--- config.mk ---
export PLATFORM = sky130hd
export DESIGN_NAME = frame_gen_flat
export DESIGN_NICKNAME = d
export VERILOG_FILES = /design/src/rtl/frame_gen_pkg.sv /design/src/rtl/frame_gen_if.sv /design/src/rtl/frame_gen_lfsr.sv /design/src/rtl/frame_gen.sv /design/src/flat_wrapper.sv
export SDC_FILE = /design/constraint.sdc
export NUM_CORES = 1
export LEC_CHECK = 0
export CAP_MARGIN = 5
export CORE_AREA = 2 2 138 100
export CTS_CLUSTER_DIAMETER = 30
export CTS_CLUSTER_SIZE = 14
export DETAILED_ROUTE_END_ITERATION = 6
export DIE_AREA = 0 0 140 102
export PLACE_DENSITY = 0.92
export SETUP_SLACK_MARGIN = 0.4
export SLEW_MARGIN = 0
export SYNTH_ARGS = -nofsm -noshare
export SYNTH_HDL_FRONTEND = slang
export SYNTH_SLANG_ARGS = --single-unit
--- constraint.sdc ---
create_clock -name clk -period 9.12 [get_ports clk]
set_input_delay 0.912 -clock clk [delete_from_list [all_inputs] [get_ports clk]]
set_output_delay 0.912 -clock clk [all_outputs]
set_load 0.03 [all_outputs]
--- src/rtl/frame_gen_pkg.sv ---
// Shared definitions for the frame generator.
// Contents:
//   - FSM state encoding
//   - payload mode encodings
//   - LFSR tap mask and step function
//   - header byte positions
package frame_gen_pkg;

  typedef enum logic [2:0] {
    ST_IDLE,
    ST_HDR0,
    ST_HDR1,
    ST_PAY,
    ST_GAP
  } state_t;

  typedef enum logic [1:0] {
    MODE_INC     = 2'd0,
    MODE_LFSR    = 2'd1,
    MODE_ZPAD    = 2'd2,
    MODE_INC_ALT = 2'd3
  } mode_t;

  // x^8 + x^6 + x^5 + x^4 + 1 on a shift-left register: taps at bits 7,5,4,3.
  localparam logic [7:0] LFSR_TAPS = 8'hB8;

  // Byte positions within a frame.
  localparam int HDR_LEN_HI_POS = 0;
  localparam int HDR_LEN_LO_POS = HDR_LEN_HI_POS + 1;
  localparam int PAY_FIRST_POS  = HDR_LEN_LO_POS + 1;

  function automatic logic [7:0] lfsr_next(input logic [7:0] q);
    return {q[6:0], ^(q & LFSR_TAPS)};
  endfunction

endpackage

--- src/rtl/frame_gen_if.sv ---
// Control and byte-stream bundle of the frame generator.
// Ports carried:
//   start, stop                 burst control pulses
//   cfg_len, cfg_len_inc        first length and per-frame increment
//   cfg_portmap, cfg_count      destination map and frames per burst
//   cfg_gap, cfg_mode           inter-frame gap and payload mode
//   sof, dv, dout               generated byte stream
//   busy, done, err, frm_cnt    status
// Modports: master = generator side, slave = controller/consumer side.
interface frame_gen_if #(
  parameter int LEN_W = 12,
  parameter int GAP_W = 8,
  parameter int CNT_W = 16
);
  logic             start;
  logic             stop;
  logic [LEN_W-1:0] cfg_len;
  logic [LEN_W-1:0] cfg_len_inc;
  logic [3:0]       cfg_portmap;
  logic [CNT_W-1:0] cfg_count;
  logic [GAP_W-1:0] cfg_gap;
  logic [1:0]       cfg_mode;
  logic             sof;
  logic             dv;
  logic [7:0]       dout;
  logic             busy;
  logic             done;
  logic             err;
  logic [CNT_W-1:0] frm_cnt;

  modport master (
    input  start, stop, cfg_len, cfg_len_inc, cfg_portmap, cfg_count, cfg_gap, cfg_mode,
    output sof, dv, dout, busy, done, err, frm_cnt
  );

  modport slave (
    output start, stop, cfg_len, cfg_len_inc, cfg_portmap, cfg_count, cfg_gap, cfg_mode,
    input  sof, dv, dout, busy, done, err, frm_cnt
  );
endinterface

--- src/rtl/frame_gen_lfsr.sv ---
// 8-bit Fibonacci LFSR used for pseudo-random payload.
// Ports:
//   clk, rst  clock and asynchronous active-high reset (reloads SEED)
//   load      reload SEED (has priority over adv)
//   adv       step to the next value
//   q         current value
module frame_gen_lfsr
  import frame_gen_pkg::*;
#(
  parameter logic [7:0] SEED = 8'hA5
) (
  input  logic       clk,
  input  logic       rst,
  input  logic       load,
  input  logic       adv,
  output logic [7:0] q
);

  always_ff @(posedge clk or posedge rst) begin
    if (rst)       q <= SEED;
    else if (load) q <= SEED;
    else if (adv)  q <= lfsr_next(q);
  end

endmodule

--- src/rtl/frame_gen.sv ---
// Frame generator for the switch core ingress byte stream.
// Each frame: {len[11:8], portmap}, len[7:0], payload, padded with payload
// bytes up to a multiple of 2**PAD_LOG2. Supports bursts, gaps, length
// sweep, three payload modes and a stop that lets the current frame finish.
// Ports:
//   clk, rst  clock and asynchronous active-high reset
//   bus       frame_gen_if.master (config/control in, stream/status out)
// Header layout needs LEN_W = 12.
module frame_gen
  import frame_gen_pkg::*;
#(
  parameter int         LEN_W    = 12,
  parameter int         PAD_LOG2 = 6,
  parameter int         GAP_W    = 8,
  parameter int         CNT_W    = 16,
  parameter logic [7:0] SEED     = 8'hA5
) (
  input logic          clk,
  input logic          rst,
  frame_gen_if.master  bus
);

  localparam logic [LEN_W:0] PAD_MASK  = (LEN_W+1)'((1 << PAD_LOG2) - 1);
  localparam logic [LEN_W:0] IDX_ONE   = (LEN_W+1)'(1);
  localparam logic [LEN_W:0] IDX_FIRST = (LEN_W+1)'(PAY_FIRST_POS);

  state_t           state, state_nxt;
  logic [LEN_W-1:0] len_q, inc_q, cur_len, len_sum, hdr_len;
  logic [3:0]       portmap_q, hdr_map;
  logic [CNT_W-1:0] count_q, frm_cnt;
  logic [GAP_W-1:0] gap_q, gap_cnt, gap_load;
  mode_t            mode_q;
  logic [LEN_W:0]   idx, idx_nxt, pad_len;
  logic             stop_pend, last_frame;
  logic             accept, reject, frame_end, burst_end;
  logic [7:0]       lfsr_q, pay_byte, dout_nxt;
  logic             sof_q, dv_q, busy_q, done_q, err_q;
  logic [7:0]       dout_q;

  // Byte index and padded length are one bit wider so 4095 rounds to 4096.
  assign pad_len    = ({1'b0, cur_len} + PAD_MASK) & ~PAD_MASK;
  assign len_sum    = cur_len + inc_q;
  assign gap_load   = (gap_q == '0) ? GAP_W'(1) : gap_q;
  assign last_frame = (count_q != '0) && ((frm_cnt + CNT_W'(1)) == count_q);

  always_ff @(posedge clk or posedge rst) begin
    if (rst) state <= ST_IDLE;
    else     state <= state_nxt;
  end

  always_comb begin
    state_nxt = state;
    accept    = 1'b0;
    reject    = 1'b0;
    frame_end = 1'b0;
    burst_end = 1'b0;
    case (state)
      ST_IDLE: begin
        if (bus.start) begin
          if (bus.cfg_len != '0) begin
            accept    = 1'b1;
            state_nxt = ST_HDR0;
          end else begin
            reject = 1'b1;
          end
        end
      end
      ST_HDR0: state_nxt = ST_HDR1;
      ST_HDR1: state_nxt = ST_PAY;
      ST_PAY: begin
        if (idx == pad_len - IDX_ONE) begin
          frame_end = 1'b1;
          if (last_frame || stop_pend || bus.stop) begin
            burst_end = 1'b1;
            state_nxt = ST_IDLE;
          end else begin
            state_nxt = ST_GAP;
          end
        end
      end
      ST_GAP: begin
        if (stop_pend || bus.stop) begin
          burst_end = 1'b1;
          state_nxt = ST_IDLE;
        end else if (gap_cnt <= GAP_W'(1)) begin
          state_nxt = ST_HDR0;
        end
      end
      default: state_nxt = ST_IDLE;
    endcase
  end

  // Outputs are registered from the next state, so the byte computed here is
  // the one presented during the cycle after the edge. On start the header
  // comes straight from the config inputs, which are latched on that edge.
  always_comb begin
    idx_nxt = (state == ST_HDR1) ? IDX_FIRST : idx + IDX_ONE;
    hdr_len = accept ? bus.cfg_len : cur_len;
    hdr_map = accept ? bus.cfg_portmap : portmap_q;
    case (mode_q)
      MODE_LFSR: pay_byte = lfsr_q;
      MODE_ZPAD: pay_byte = (idx_nxt < {1'b0, cur_len}) ? idx_nxt[7:0] : 8'h00;
      default:   pay_byte = idx_nxt[7:0];
    endcase
    case (state_nxt)
      ST_HDR0: dout_nxt = {hdr_len[11:8], hdr_map};
      ST_HDR1: dout_nxt = cur_len[7:0];
      ST_PAY:  dout_nxt = pay_byte;
      default: dout_nxt = 8'h00;
    endcase
  end

  // LFSR holds the value of the next payload byte: reloaded on entry to
  // HDR0 so every frame repeats the same sequence.
  frame_gen_lfsr #(.SEED(SEED)) u_lfsr (
    .clk  (clk),
    .rst  (rst),
    .load (state_nxt == ST_HDR0),
    .adv  (state_nxt == ST_PAY),
    .q    (lfsr_q)
  );

  always_ff @(posedge clk or posedge rst) begin
    if (rst) begin
      len_q     <= '0;
      inc_q     <= '0;
      portmap_q <= '0;
      count_q   <= '0;
      gap_q     <= '0;
      mode_q    <= MODE_INC;
      cur_len   <= '0;
      frm_cnt   <= '0;
      idx       <= '0;
      gap_cnt   <= '0;
      stop_pend <= 1'b0;
      sof_q     <= 1'b0;
      dv_q      <= 1'b0;
      dout_q    <= 8'h00;
      busy_q    <= 1'b0;
      done_q    <= 1'b0;
      err_q     <= 1'b0;
    end else begin
      if (accept) begin
        len_q     <= bus.cfg_len;
        inc_q     <= bus.cfg_len_inc;
        portmap_q <= bus.cfg_portmap;
        count_q   <= bus.cfg_count;
        gap_q     <= bus.cfg_gap;
        mode_q    <= mode_t'(bus.cfg_mode);
        cur_len   <= bus.cfg_len;
        frm_cnt   <= '0;
      end
      if (state_nxt == ST_PAY) idx <= idx_nxt;
      if (frame_end) begin
        frm_cnt <= frm_cnt + CNT_W'(1);
        // A sweep that wraps to zero restarts from the first length.
        cur_len <= (len_sum == '0) ? len_q : len_sum;
      end
      if (state_nxt == ST_GAP)
        gap_cnt <= (state == ST_GAP) ? gap_cnt - GAP_W'(1) : gap_load;
      // Stop seen while idle only counts when it arrives with an accepted start.
      stop_pend <= (state == ST_IDLE) ? (accept & bus.stop) : (stop_pend | bus.stop);
      sof_q  <= (state_nxt == ST_HDR0);
      dv_q   <= (state_nxt == ST_HDR0) || (state_nxt == ST_HDR1) || (state_nxt == ST_PAY);
      dout_q <= dout_nxt;
      busy_q <= (state_nxt != ST_IDLE);
      done_q <= burst_end;
      err_q  <= reject;
    end
  end

  assign bus.sof     = sof_q;
  assign bus.dv      = dv_q;
  assign bus.dout    = dout_q;
  assign bus.busy    = busy_q;
  assign bus.done    = done_q;
  assign bus.err     = err_q;
  assign bus.frm_cnt = frm_cnt;

endmodule

--- src/flat_wrapper.sv ---
// flat-port wrapper written by rule: the top's interface ports become plain ports
module frame_gen_flat import frame_gen_pkg::*;
#(
  parameter int         LEN_W    = 12,
  parameter int         PAD_LOG2 = 6,
  parameter int         GAP_W    = 8,
  parameter int         CNT_W    = 16,
  parameter logic [7:0] SEED     = 8'hA5
)
  (clk, rst, bus_start, bus_stop, bus_cfg_len, bus_cfg_len_inc, bus_cfg_portmap, bus_cfg_count, bus_cfg_gap, bus_cfg_mode, bus_sof, bus_dv, bus_dout, bus_busy, bus_done, bus_err, bus_frm_cnt);
  frame_gen_if #(.LEN_W(LEN_W), .GAP_W(GAP_W), .CNT_W(CNT_W)) bus_i ();
  input logic clk;
  input logic rst;
  input wire logic [$bits(bus_i.start)-1:0] bus_start;
  input wire logic [$bits(bus_i.stop)-1:0] bus_stop;
  input wire logic [$bits(bus_i.cfg_len)-1:0] bus_cfg_len;
  input wire logic [$bits(bus_i.cfg_len_inc)-1:0] bus_cfg_len_inc;
  input wire logic [$bits(bus_i.cfg_portmap)-1:0] bus_cfg_portmap;
  input wire logic [$bits(bus_i.cfg_count)-1:0] bus_cfg_count;
  input wire logic [$bits(bus_i.cfg_gap)-1:0] bus_cfg_gap;
  input wire logic [$bits(bus_i.cfg_mode)-1:0] bus_cfg_mode;
  output wire logic [$bits(bus_i.sof)-1:0] bus_sof;
  output wire logic [$bits(bus_i.dv)-1:0] bus_dv;
  output wire logic [$bits(bus_i.dout)-1:0] bus_dout;
  output wire logic [$bits(bus_i.busy)-1:0] bus_busy;
  output wire logic [$bits(bus_i.done)-1:0] bus_done;
  output wire logic [$bits(bus_i.err)-1:0] bus_err;
  output wire logic [$bits(bus_i.frm_cnt)-1:0] bus_frm_cnt;
  assign bus_i.start = bus_start;
  assign bus_i.stop = bus_stop;
  assign bus_i.cfg_len = bus_cfg_len;
  assign bus_i.cfg_len_inc = bus_cfg_len_inc;
  assign bus_i.cfg_portmap = bus_cfg_portmap;
  assign bus_i.cfg_count = bus_cfg_count;
  assign bus_i.cfg_gap = bus_cfg_gap;
  assign bus_i.cfg_mode = bus_cfg_mode;
  assign bus_sof = bus_i.sof;
  assign bus_dv = bus_i.dv;
  assign bus_dout = bus_i.dout;
  assign bus_busy = bus_i.busy;
  assign bus_done = bus_i.done;
  assign bus_err = bus_i.err;
  assign bus_frm_cnt = bus_i.frm_cnt;
  frame_gen #(.LEN_W(LEN_W), .PAD_LOG2(PAD_LOG2), .GAP_W(GAP_W), .CNT_W(CNT_W), .SEED(SEED)) u_core (.clk(clk), .rst(rst), .bus(bus_i));
endmodule
==> results.cfg, run 1 <==
[run_status]
outcome = finished, violations left
violations = design-rule violations

[pwr]
clock_power_share_pct = 34.6
power.share.switching_pct = 33.5
p_sw_uw = 644
power.density_nw_per_um2 = 211
internal-power_uw = 1280
cellLeakagePower_uw = 0.00416
ir_worst_vdd_mv = 0.118
sequentialPowerShare_pct = 39.0
p_comb_share_pct = 26.4

[finish]
antenna_cells = 0
drive_gt1_share_pct = 7.19
synthToLayoutAreaGrowth_pct = 20.1
layout.nets = 1050

[clock_network]
cts_max_level = 4
cts.path.max_buffers = 2
cts_buffers = 17
cts.clk_slew.worst_paths_ns = 0.06
clock-root-buffer = clkbuf_16
postCtsSetupBuffers = 0
cts_sinks = 128
cts_resized = 0
insertion_delay_ns = 0.42
cts_hold_buf = 0
cts_tree = done

[logic_synthesis]
synth_seq_area_share_pct = 42.3
synth_top_cell_by_area = dfrtp_1
yosysUniqueCellTypes = 66
synth-main-ff-cell = dfrtp_1
yosys-top-cells-count = nand2_1 (214), dfrtp_1 (124), o21ai_0 (60)
synthCells = 891
syn-num-nets = 979
synth_top_area_share_pct = 41.0
synth_top_cells_by_area = dfrtp_1 (41%), nand2_1 (11%), ha_1 (4.8%)
yosysWarnings = 0
syn_area_um2 = 7580
synth_edf_count = 0
ys_ff_latch = 128
synthArstFlopShare_pct = 100
avgSynthCellArea_um2 = 8.50
yosysMostFrequentCell = nand2_1

[routing]
via_count = 7145
drt_iter0_drc = 855
wirelength_mm = 21.6
firstDrtPassIters = 7
post_drt_wl_per_cell_um = 18.9
drc = 4
via_per_inst = 6.27
ant_nets = 0

[worst_setup_path]
crit_required_ns = 9.43
path_common_cell = nor4_1
crit_chain = or4_1 > o21ai_0 > xnor2_1 > ha_1 > nor3b_1 > nand3_1 > o221a_2 > nor4_1 > nand4_2 > nand2_1 > nor4_1 > a211o_1
start_kind = flip-flop
crit_fanout = 39
crit_type = flip-flop to flip-flop
crit_slowest_cell = nand2_1
end_kind = flip-flop
cpPeakStageDelay_ns = 0.97
arrival_ns = 5.34

[grt]
gr-total-overflow = 0
grt_max_degree = 71
antenna_found_initial = 0
track_usage_pct = 31.1
grt_pass1_vias = 6729
grt_pass1_wl_mm = 34.8

[flow_run]
maxCapViolations = 0

[place]
portBuffers = 86
routabilityCongestion = 0.940
hpwl_mm = 14.5

[sta]
max_freq_mhz = 199
final.period_utilization_pct = 55.2
period_needed_ns = 5.03
report.final.slew_viol_count = 0
setup_viol = 0
setup_tns_ns = 0
skew_ns = 0.00888
tightest_slew_ns = 1.22
whs_ns = 0.483
grt_setup_unrepaired = false
relSlewSlack_pct = 18.6
hold_viol_final = 0

[floorplanning]
chipWidth_um = 140
io_pins = 87
num_rows = 35
core_um2 = 12900
dieArea_um2 = 14300
die_h_um = 102
start_util_pct = 58.7

[hold_path]
hp-class = flip-flop to flip-flop
-- cell usage in the layout, fill, tap and decap left out, types with 6 or more instances in the layout --
cell type and count:
nand2_1 214, dfrtp_1 124, clkdlybuf4s50_1 86, o21ai_0 60, nor2_1 51, a21oi_1 46, inv_1 36, nor3_1 32
ha_1 29, xnor2_1 27, nand3_1 25, xor2_1 25, nor4_1 19, clkbuf_16 17, and3_1 13, a211oi_1 13
a31oi_1 12, nand4_1 11, mux2_2 7, or3_1 7, nor3b_1 6, o21a_1 6, a211o_1 6, buf_4 6
-- through the flow --
stage	cell area (um2)	cells	util, %	worst slack (ns)	power, uW
finish	9100	1140	70.5	4.09	1920
CTS	9100	1140	70.5	4.24	1910
floorplan	7580	891	-	4.80	1080
global route	9100	1140	70.5	3.77	2010
detailed placement	8530	1109	66.0	4.31	1250
global placement	8530	1109	66.0	4.54	1230
-- path summary, 6_finish.rpt --
kind	slack, ns	depth (start not counted)	endpoint	start
worst max register to register	4.09	12	u_core.bus.dout[4]$_DFF_PP0_	u_core.cur_len[0]$_DFFE_PP0P_
min in group asynchronous	0.97	2	u_core.bus.frm_cnt[15]$_DFFE_PP0P_	rst
worst min register to register	0.48	2	u_core.len_q[4]$_DFFE_PP0P_	u_core.len_q[4]$_DFFE_PP0P_
worst max-delay path	4.09	12	u_core.bus.dout[4]$_DFF_PP0_	u_core.cur_len[0]$_DFFE_PP0P_
max in group asynchronous	6.80	3	u_core.len_q[8]$_DFFE_PP0P_	rst
worst min-delay path	0.48	2	u_core.len_q[4]$_DFFE_PP0P_	u_core.len_q[4]$_DFFE_PP0P_
-- power groups by stage --
| stage | Sequential, uW | Clock (uW) | Combinational, uW |
|---|---|---|---|
| 3_3_place_gp | 750 | 0 | 480 |
| 6_report | 749 | 666 | 508 |
| 3_5_place_dp | 750 | 0 | 496 |
| 4_1_cts | 744 | 664 | 503 |
| 5_1_grt | 757 | 690 | 560 |
| 2_1_floorplan | 761 | 0 | 317 |
-- kinds of logic (layout without fill, tap and decap cells) --
kind of cell	count (synthesis)	count (layout)	share of synthesized area, %
adders and majority gates	30	30	5.05
DFF	128	128	42.3
AOI/OAI and AO/OA	175	175	14.3
and+or+nand+nor	417	417	26.2
muxes	9	9	1.30
xor gates and xnor gates	54	54	6.62
buffers and inverters	78	161	4.18
-- per-layer routing --
layer  share of wire [%]  wire (um)  vias up  global-route usage (%)
li1                    -          -     3257                       -
met1                  43       9380     3423                    44.6
met2                  44       9560      414                    47.3
met3                  10       2220       51                    7.08
met4                 1.9        408        0                    10.4
met5                   0          0        -                       0
-- area by class of cell --
type	count	area (um2)
Clock buffer	20	467
Timing Repair Buffer	92	906
Clock inverter	11	105
Tap cell	166	208
Multi-Input combinational cell	685	4070
Sequential cell	128	3210
Inverter	38	145
Fill cell	944	3810
-- state kept, by name, indices dropped and copies added (netlist names) --
signal	flops
u_core.u_lfsr.q	8
u_core.len_q	12
u_core.state	3
u_core.cur_len	12
u_core.portmap_q	4
u_core.bus.sof	1
u_core.bus.done	1
u_core.count_q	16
u_core.inc_q	12
u_core.stop_pend	1
u_core.bus.busy	1
u_core.bus.dv	1
u_core.bus.dout	8
u_core.idx	13
u_core.gap_q	8
u_core.bus.err	1
u_core.bus.frm_cnt	16
u_core.mode_q	2
u_core.gap_cnt	8
-- critical path, delay by kind of cell, from the launching register on --
kind | cells | cell delay, ns
DFF | 1 | 0.48
adders and majority gates | 1 | 0.27
AOI/OAI and AO/OA | 3 | 0.98
xor gates and xnor gates | 1 | 0.19
and+or+nand+nor | 7 | 2.97
No activity file was read; power rests on OpenSTA's default activity.
==> run 2: changes to the inputs <==
--- a/config.mk
+++ b/config.mk
@@ -6,12 +6,12 @@
 export NUM_CORES = 1
 export LEC_CHECK = 0
 export CAP_MARGIN = 5
-export CORE_AREA = 2 2 138 100
+export CORE_AREA = 2 2 141 102
 export CTS_CLUSTER_DIAMETER = 30
 export CTS_CLUSTER_SIZE = 14
 export DETAILED_ROUTE_END_ITERATION = 6
-export DIE_AREA = 0 0 140 102
-export PLACE_DENSITY = 0.92
+export DIE_AREA = 0 0 143 104
+export PLACE_DENSITY = 0.89
 export SETUP_SLACK_MARGIN = 0.4
 export SLEW_MARGIN = 0
 export SYNTH_ARGS = -nofsm -noshare
==> constraint.sdc (replaced) <==
create_clock -name clk -period 5.2 [get_ports clk]
set_input_delay 0.52 -clock clk [delete_from_list [all_inputs] [get_ports clk]]
set_output_delay 0.52 -clock clk [all_outputs]
set_load 0.03 [all_outputs]
==> results.cfg, run 2 (synthesis results as in run 1) <==
[run_status]
outcome = completed

[floorplanning]
dieArea_um2 = 14900
chipWidth_um = 143
io_pins = 87
core_um2 = 13600
die_h_um = 104
num_rows = 36
start_util_pct = 55.9

[worst_setup_path]
crit_type = flip-flop to flip-flop
crit_slowest_cell = or4_1
r2r_slack_ns = 0.68
start_kind = flip-flop
end_kind = flip-flop
arrival_ns = 4.87
crit_required_ns = 5.54
cpPeakStageDelay_ns = 0.59
crit_chain = or4_1 > o21ai_0 > xnor2_1 > ha_1 > xor2_1 > a2111oi_0 > or3b_2 > a31oi_1 > nand4_2 > nor4b_4 > or2_4 > mux2i_1
crit_fanout = 10

[sta]
setup_viol = 0
period_needed_ns = 4.52
tightest_slew_ns = 1.10
hold_viol_final = 0
grt_setup_unrepaired = false
max_freq_mhz = 221
skew_ns = 0.0115
report.final.slew_viol_count = 0
relSlewSlack_pct = 26.2
setup_tns_ns = 0
final.period_utilization_pct = 87.0

[clock_network]
cts_hold_buf = 0
cts_buffers = 17
cts_sinks = 128
clock-root-buffer = clkbuf_16
postCtsSetupBuffers = 0
cts.clk_slew.worst_paths_ns = 0.06
insertion_delay_ns = 0.43
cts.path.max_buffers = 2
cts_tree = done
cts_max_level = 4

[finish]
mostFrequentLayoutCell = nand2_1
top_regs = u_core.bus.frm_cnt: 16 flops, u_core.count_q: 16 flops, u_core.idx: 13 flops
fillers = 1052
mostFrequentLayoutCells = nand2_1 (213), dfrtp_1 (124), clkdlybuf4s50_1 (86)
synthToLayoutAreaGrowth_pct = 21.5
drive_gt1_share_pct = 7.77
layout.nets = 1053
antenna_cells = 0

[flow_run]
maxCapViolations = 0

[routing]
drt_iter0_drc = 770
post_drt_wl_per_cell_um = 17.8
via_count = 7024
via_per_inst = 6.01
ant_nets = 0
wirelength_mm = 20.8
firstDrtPassIters = 7
drc = 0

[grt]
track_usage_pct = 28.9
grt_pass1_wl_mm = 33.9
top_usage_layer = met1
grt_max_degree = 63
antenna_found_initial = 0
gr-total-overflow = 0
met3_usage_pct = 7.55
gr-usage-met1_pct = 43.0
grtUsageMet2_pct = 41.4
grt_pass1_vias = 6576

[pwr]
power.density_nw_per_um2 = 375
total_power_uw = 3460
ir_worst_vdd_mv = 0.255
cellLeakagePower_uw = 0.00421

[place]
portBuffers = 86
hpwl_mm = 14.5
routabilityCongestion = 0.995

[hold_path]
hp-class = flip-flop to flip-flop
==> run 2: cell count changes in the layout (fill, tap and decap cells not counted), sizes merged <==
cell,before,now
inv,41,42
clkbuf,20,18
clkinvlp,4,0
clkinv,3,7
bufinv,1,3
buf,6,9
==> run 2: path summary, 6_finish.rpt <==
check                      depth (start not counted)                              to                     startpoint
max                                               12   u_core.gap_cnt[1]$_DFFE_PP0N_  u_core.cur_len[0]$_DFFE_PP0P_
min                                                2     u_core.len_q[7]$_DFFE_PP0P_    u_core.len_q[7]$_DFFE_PP0P_
max reg2reg                                       12   u_core.gap_cnt[1]$_DFFE_PP0N_  u_core.cur_len[0]$_DFFE_PP0P_
min reg2reg                                        2     u_core.len_q[7]$_DFFE_PP0P_    u_core.len_q[7]$_DFFE_PP0P_
max in group asynchronous                          3  u_core.u_lfsr.q[5]$_DFFE_PP1P_                            rst
min in group asynchronous                          2  u_core.count_q[11]$_DFFE_PP0P_                            rst
==> run 2: critical path: cells and delay by family, from the launching register on <==
kind / cells / cell delay (ns)
DFF: 1 / 0.44
adders and majority gates: 1 / 0.27
and+or+nand+nor: 5 / 2.21
muxes: 1 / 0.20
xor gates and xnor gates: 2 / 0.44
AOI/OAI and AO/OA: 3 / 0.87
==> run 2: cell type report <==
| cell class | count | area [um2] | share of cell area, % |
|---|---|---|---|
| multi-input combinational | 685 | 4070 | 44.2 |
| clock inverter | 14 | 178 | 1.93 |
| tap | 190 | 238 | 2.58 |
| inverter | 38 | 145 | 1.58 |
| sequential | 128 | 3210 | 34.8 |
| clock buffer | 18 | 439 | 4.77 |
| timing repair buffer | 95 | 928 | 10.1 |
==> run 2: power by group <==
part	internal [uW]	total, uW	switching [uW]
clock	775	1250	474
sequential	1150	1310	166
combinational	399	894	495
==> run 2: timing repair <==
item,CTS,global route
endpoints found under the setup margin,0,26
resized for setup,0,2
endpoints found under the hold margin,0,0
==> run 2: per-stage QoR <==
| stage | hold slack, ns | worst slack (ns) | utilization (%) | std cells | instance area (um2) |
|---|---|---|---|---|---|
| floorplan | 0.438 | 1.27 | - | 891 | 7580 |
| detailed placement | 0.462 | 0.648 | 63.3 | 1136 | 8580 |
| CTS | 0.477 | 0.632 | 67.9 | 1168 | 9200 |
| global route | 0.492 | 0.494 | 67.9 | 1168 | 9210 |
| finish | 0.479 | 0.676 | 67.9 | 1168 | 9210 |
| global placement | 0.456 | 0.879 | 63.3 | 1136 | 8580 |
==> run 2: per-layer routing <==
metal	vias up	wire, um
met5	-	0
met4	0	373
met3	38	2320
met2	415	9060
met1	3301	9030
li1	3270	-
